### src/rtl/mux_4x1.sv
// -----------------------------------------------------------------------------
// mux_4x1
//
// Single-bit 4-to-1 selector. The combinational output Y follows A[S] with
// zero latency and is the primary result used by downstream logic. A
// registered copy Y_q, together with a registered one-hot decode of the
// select (S_dec_q), gives clocked consumers a glitch-free, reset-defined view
// of the same selection. Leaf cell: no submodules.
//
// Ports
//   clk      in   1  rising-edge clock; clocks Y_q and S_dec_q only
//   rst      in   1  asynchronous, active-high reset; clears Y_q and S_dec_q
//   A        in   4  data inputs; A[i] is selected when S == i
//   S        in   2  select, unsigned index 0..3 into A
//   en       in   1  capture enable for the registered outputs
//   Y        out  1  combinational A[S]
//   Y_q      out  1  registered A[S]
//   S_dec    out  4  combinational one-hot decode, S_dec[i] = (S == i)
//   S_dec_q  out  4  registered S_dec; 4'b0000 means "nothing captured since
//                    reset" and is the only legal non-one-hot value
// -----------------------------------------------------------------------------
module mux_4x1 (
  input  logic       clk,
  input  logic       rst,
  input  logic [3:0] A,
  input  logic [1:0] S,
  input  logic       en,
  output logic       Y,
  output logic       Y_q,
  output logic [3:0] S_dec,
  output logic [3:0] S_dec_q
);

  // Data select. Every legal S code is listed explicitly, so there is no
  // silent default-to-zero leg. The only remaining path is a non-0/1 select,
  // which drives X so an unknown select stays visible as X on Y. Unselected
  // A bits never reach Y, so X/Z on them cannot disturb the output.
  // NOTE: assigning Y before the case gives it a value on every path through
  // the block; a combinational output left unassigned on some path infers a
  // latch.
  always_comb begin
    Y = 1'bx;
    case (S)
      2'b00:   Y = A[0];
      2'b01:   Y = A[1];
      2'b10:   Y = A[2];
      2'b11:   Y = A[3];
      default: Y = 1'bx;
    endcase
  end

  // One-hot decode of the select. Exactly one bit is set for every legal S;
  // an unknown select decodes to all-X rather than to a plausible code.
  always_comb begin
    S_dec = 4'bxxxx;
    case (S)
      2'b00:   S_dec = 4'b0001;
      2'b01:   S_dec = 4'b0010;
      2'b10:   S_dec = 4'b0100;
      2'b11:   S_dec = 4'b1000;
      default: S_dec = 4'bxxxx;
    endcase
  end

  // Registered copies. Reset wins immediately, independent of clk and en;
  // with en low the registers simply keep their contents.
  // NOTE: sequential state uses non-blocking assignments so every register
  // samples the pre-edge values of its inputs, regardless of statement order.
  always_ff @(posedge clk or posedge rst) begin
    if (rst) begin
      Y_q     <= 1'b0;
      S_dec_q <= 4'b0000;
    end else if (en) begin
      Y_q     <= Y;
      S_dec_q <= S_dec;
    end
  end

endmodule

### config.mk
export PLATFORM = sky130hd
export DESIGN_NAME = mux_4x1
export DESIGN_NICKNAME = d
export VERILOG_FILES = /design/src/rtl/mux_4x1.sv
export SDC_FILE = /design/constraint.sdc
export NUM_CORES = 1
export LEC_CHECK = 0
export BUFFER_PORTS_ARGS = -buffer_cell sky130_fd_sc_hd__buf_2
export CAP_MARGIN = 20
export CELL_PAD_IN_SITES_DETAIL_PLACEMENT = 0
export CELL_PAD_IN_SITES_GLOBAL_PLACEMENT = 2
export CORE_MARGIN = 2
export CORE_UTILIZATION = 21
export CTS_CLUSTER_DIAMETER = 100
export DETAILED_ROUTE_END_ITERATION = 7
export PLACE_DENSITY_LB_ADDON = 0.1
export SLEW_MARGIN = 25
export SYNTH_ARGS = -nofsm -noshare
export SYNTH_HDL_FRONTEND = slang
export SYNTH_SLANG_ARGS = --single-unit
### constraint.sdc
create_clock -name clk -period 1.1 [get_ports clk]
set_input_delay 0.11 -clock clk [delete_from_list [all_inputs] [get_ports clk]]
set_output_delay 0.11 -clock clk [all_outputs]
set_load 0.005 [all_outputs]
# After elaboration in Yosys (flattened, before gate mapping)
# Index checks and enable logic that the tools add are counted.
# classes
eq_ne	3
muxes	2
reduce_logical	1
# op_table
operator	n
4-bit one-hot mux with 4 select lines	1
2-bit equality test (second input constant)	2
1-bit one-hot mux with 4 select lines	1
2-bit by 1-bit equality test with 1-bit output (second input constant)	1
2-bit zero test	1
# totals
ff_bits	5
inputBits	9
output_inout_bits	10

# Longest topological paths before layout
# depth
word_depth	2
depth_mapped	3
mapped_depth_nobuf	3

# Worst setup path after synthesis
# OpenSTA, ideal clock, no wires.
# synth_timing
kind	register -> register
start	reg, netlist name S_dec_q[0]
end	reg S_dec_q[0]
arrival_ps	612
required_ps	975
path_slack_ps	363
path_stages_with_launch	2
n_path_buf	0
synth_period_minus_slack_ps	737
path_cell_list	dfrtp_1 mux2_2
# synth_rtl
item	line_no	source
to (signal assigned)	72	S_dec_q <= 4'b0000;
to (signal assigned)	75	S_dec_q <= S_dec;
to (decl)	31	output logic [3:0] S_dec_q

# Final worst setup path
# layout_timing
start	in S[0]
end	out Y
# layout_between
elab_chain_len	2
elab_cells_between_ends	5
classes_between	eq/ne (3); mux (1); reduce/logical (1)
# layout_lines
item	line_no	source
from (decl)	26	input logic [1:0] S,
2-bit equality test, or another cell as far along	43	case (S)
1-bit one-hot mux with 4 select lines *	43	
to (decl)	28	output logic Y,
# Every way passes the cells marked *; elsewhere a longest branch is shown, timed or not.

==> PnR_summary.wiki <==
{| class="wikitable"
! Metric !! Value
|-
| Outcome || completed
|-
| Net switching fraction of the power || 0.250
|-
| Most used standard cells in the synthesized netlist || sky130_fd_sc_hd__dfrtp_1, sky130_fd_sc_hd__mux2_2, sky130_fd_sc_hd__inv_1
|-
| First-pass GRT wire length || 938 um
|-
| Reported net switching power || 0.134 mW
|-
| Buffers inserted by post-CTS timing repair || 0
|-
| Cell type of the slowest stage on the worst timing path || sky130_fd_sc_hd__mux2_4
|-
| R2R setup slack || 0.36 ns
|-
| Sequential-to-total area share from yosys stat || 0.457
|-
| Netlist cell types || 15
|-
| Warnings from Yosys || 0
|-
| Class of the most critical hold timing path || input port to register
|-
| Top-count cell post-synth || sky130_fd_sc_hd__dfrtp_1
|-
| Die H || 40.1 um
|-
| Unrepaired setup endpoints after global routing || no
|-
| Cell types occupying the most area after synthesis || sky130_fd_sc_hd__dfrtp_1, sky130_fd_sc_hd__mux2_2, sky130_fd_sc_hd__mux2_4, sky130_fd_sc_hd__o221ai_2, sky130_fd_sc_hd__mux2i_1
|-
| Final routed wire length divided by cell count || 10.7 um
|-
| Maximum number of pins on one net before global-route repair || 9
|-
| Final Hold Slack || 0.221 ns
|-
| Cells traversed along the worst timing path || buf_2, mux2_4, nor2_2, a21oi_2, buf_2
|-
| Port buffer count || 18
|-
| Number of register bits inferred by synthesis || 5
|-
| Final setup violating endpoints || 0
|-
| Minimum period implied by the final worst setup slack || 0.960 ns
|-
| Clock group share of total power || 0.401
|-
| Category of the most critical setup path || input port to output pin
|-
| Residual antenna-violating net count after detailed routing || 0
|-
| Clock buffers created by TritonCTS || 3
|-
| Largest vdd supply drop || 434 uV
|-
| Starting density of the core || 0.219
|-
| I/O Pins || 19
|-
| Syn Nets || 32
|-
| Max Transition Viols Final || 0
|-
| NumNets Final || 55
|-
| Cells after Synth || 23
|-
| Drt pass-1 iters || 1
|-
| Setup TNS || 0 ns
|-
| Initial antenna violation count || 0
|-
| Combinational Power Share || 0.207
|-
| Clock tree from TritonCTS || built
|-
| Worst slew pin tran || 0.290 ns
|-
| Bufs on Longest Clock Path || 2
|-
| Power share of the sequential group || 0.392
|-
| Register-to-Register Path Depth || 1
|-
| Clock transition at path regs || 0.04 ns
|-
| Total vias in the final route || 249
|-
| Total of hold buffers inserted after clock tree synthesis || 1
|-
| Number of DRC markers after the initial detailed-route iteration || 0
|-
| Cell chosen for the clock root || sky130_fd_sc_hd__clkbuf_4
|-
| Core box area || 1250 um^2
|-
| Mean area per synthesized cell || 11.9 um^2
|-
| Level count of the clock H-tree || 1
|-
| Post-Route Skew || 0 ns
|-
| Area fraction of the dominant cell type after synthesis || 0.457
|-
| Sum of overflow across all layers after global routing || 0
|-
| Family of cells with the greatest summed delay on the critical path || multiplexers
|-
| Tot GR Track Use || 0.0950
|-
| Top flip-flop cell by instance count after synthesis || sky130_fd_sc_hd__dfrtp_1
|-
| Max Fclk || 1.04 GHz
|-
| Data required time at the worst endpoint || 0.99 ns
|-
| Power density over cell area || 1290 nW/um^2
|-
| Async S/R FF share, synth || 1.00
|-
| Internal portion of total power || 0.400 mW
|-
| Diode insertion count for antenna repair || 0
|-
| Post-synthesis instance area || 274 um^2
|-
| Routability cong. || 0.563
|-
| Pwr Total || 0.534 mW
|-
| Number of cells on the critical path || 5
|-
| Horiz. Die Dim || 40.1 um
|-
| Sum of buffers and inverters on the critical path || 2
|-
| Type of origin of the critical path || input port
|-
| Via count normalized by instance count || 4.15
|-
| Finished Core Util || 0.331
|-
| Half-perimeter wire length after detailed placement || 506 um
|-
| Most frequent cell on the critical path || sky130_fd_sc_hd__buf_2
|-
| Count of endpoints failing hold in the final timing report || 0
|-
| Final clock period utilization by the worst path || 0.873
|-
| Via count of the first global-routing pass || 229
|-
| DRC violations left || 0
|-
| Clock latency on the worst-skew pair || 0.24 ns
|-
| Sort of element at the end of the critical path || output pin
|-
| Number of cells traversed by the worst hold path || 2
|-
| Arrival time reported for the critical path endpoint || 0.85 ns
|-
| Leakage || 0.224 nW
|-
| Post-CTS sizing || 0
|-
| Clock sink total || 5
|-
| Die footprint || 1610 um^2
|-
| Area Growth Syn to Fin || 51.1%
|-
| Cell type with the largest total area after synthesis || sky130_fd_sc_hd__dfrtp_1
|-
| Share of layout cells above drive strength 1 || 0.667
|-
| Largest incremental delay on the critical path || 0.32 ns
|-
| # Max-Cap Violations || 0
|-
| Post-Route WL || 643 um
|-
| Max_slew headroom || 0.801
|-
| Number of core rows || 13
|-
| Post-synth EDFFs || 0
|-
| Maximum fanout count along the critical path || 6
|}
==> cell type report <==
type | instances | area (um^2)
clock buffer | 4 | 26.3
fill | 137 | 838
tap | 15 | 18.8
sequential | 5 | 125
timing repair buffer | 19 | 100
inverter | 2 | 7.51
multi-input combinational | 15 | 136
==> metal layers <==
metal,track usage,vias up,routed length (um)
met5,0,-,0
li1,-,122,-
met4,0.103,0,0
met3,0.0167,0,60
met2,0.145,9,319
met1,0.105,118,263
==> cells by family after synthesis <==
| family | count (synthesis) | synth area share |
|---|---|---|
| buffers and inverters | 3 | 0.0457 |
| flip-flops | 5 | 0.457 |
| AO/OA/AOI/OAI | 2 | 0.0867 |
| multiplexers | 6 | 0.256 |
| AND/OR/NAND/NOR | 7 | 0.155 |
==> flip-flops by register name, summed over array words and instances (netlist names) <==
| signal | count |
|---|---|
| S_dec_q | 4 |
| Y_q | 1 |
==> final timing paths <==
| path | start | to |
|---|---|---|
| worst max-delay path | S[0] | Y |
| worst min-delay path | en | Y_q$_DFFE_PP0P_ |
| worst max register to register | S_dec_q[1]$_DFFE_PP0P_ | S_dec_q[1]$_DFFE_PP0P_ |
| worst min register to register | S_dec_q[0]$_DFFE_PP0P_ | S_dec_q[0]$_DFFE_PP0P_ |
| max in group asynchronous | rst | Y_q$_DFFE_PP0P_ |
| min in group asynchronous | rst | S_dec_q[0]$_DFFE_PP0P_ |
==> cells in the final DEF (no fill, tap or decap), drive strengths merged <==
cell | Yosys | routed
inv | 2 | 2
buf | 1 | 18
nand3b | 1 | 1
clkbuf | 0 | 4
mux2i | 1 | 1
mux2 | 5 | 5
and2 | 1 | 1
o221ai | 1 | 1
nand2 | 1 | 1
nor2b | 2 | 2
dfrtp | 5 | 5
a21oi | 1 | 1
dlygate4sd3 | 0 | 1
nor2 | 2 | 2
==> power by group through the flow <==
stage               logic [mW]  clock network [mW]  registers, mW
finish                   0.110               0.214          0.209
global route             0.124               0.237          0.211
CTS                      0.113               0.229          0.210
detailed placement       0.110                   0          0.213
global placement         0.109                   0          0.211
floorplan               0.0540                   0          0.215
==> through the flow <==
step / setup slack (ns) / cells / cell area, um^2
floorplan: 0.363 / 23 / 274
CTS: 0.132 / 60 / 414
detailed placement: 0.129 / 55 / 378
finish: 0.140 / 60 / 414
global placement: 0.137 / 55 / 378
global route: 0.0919 / 60 / 414
Power figures use the tool's default switching activity.
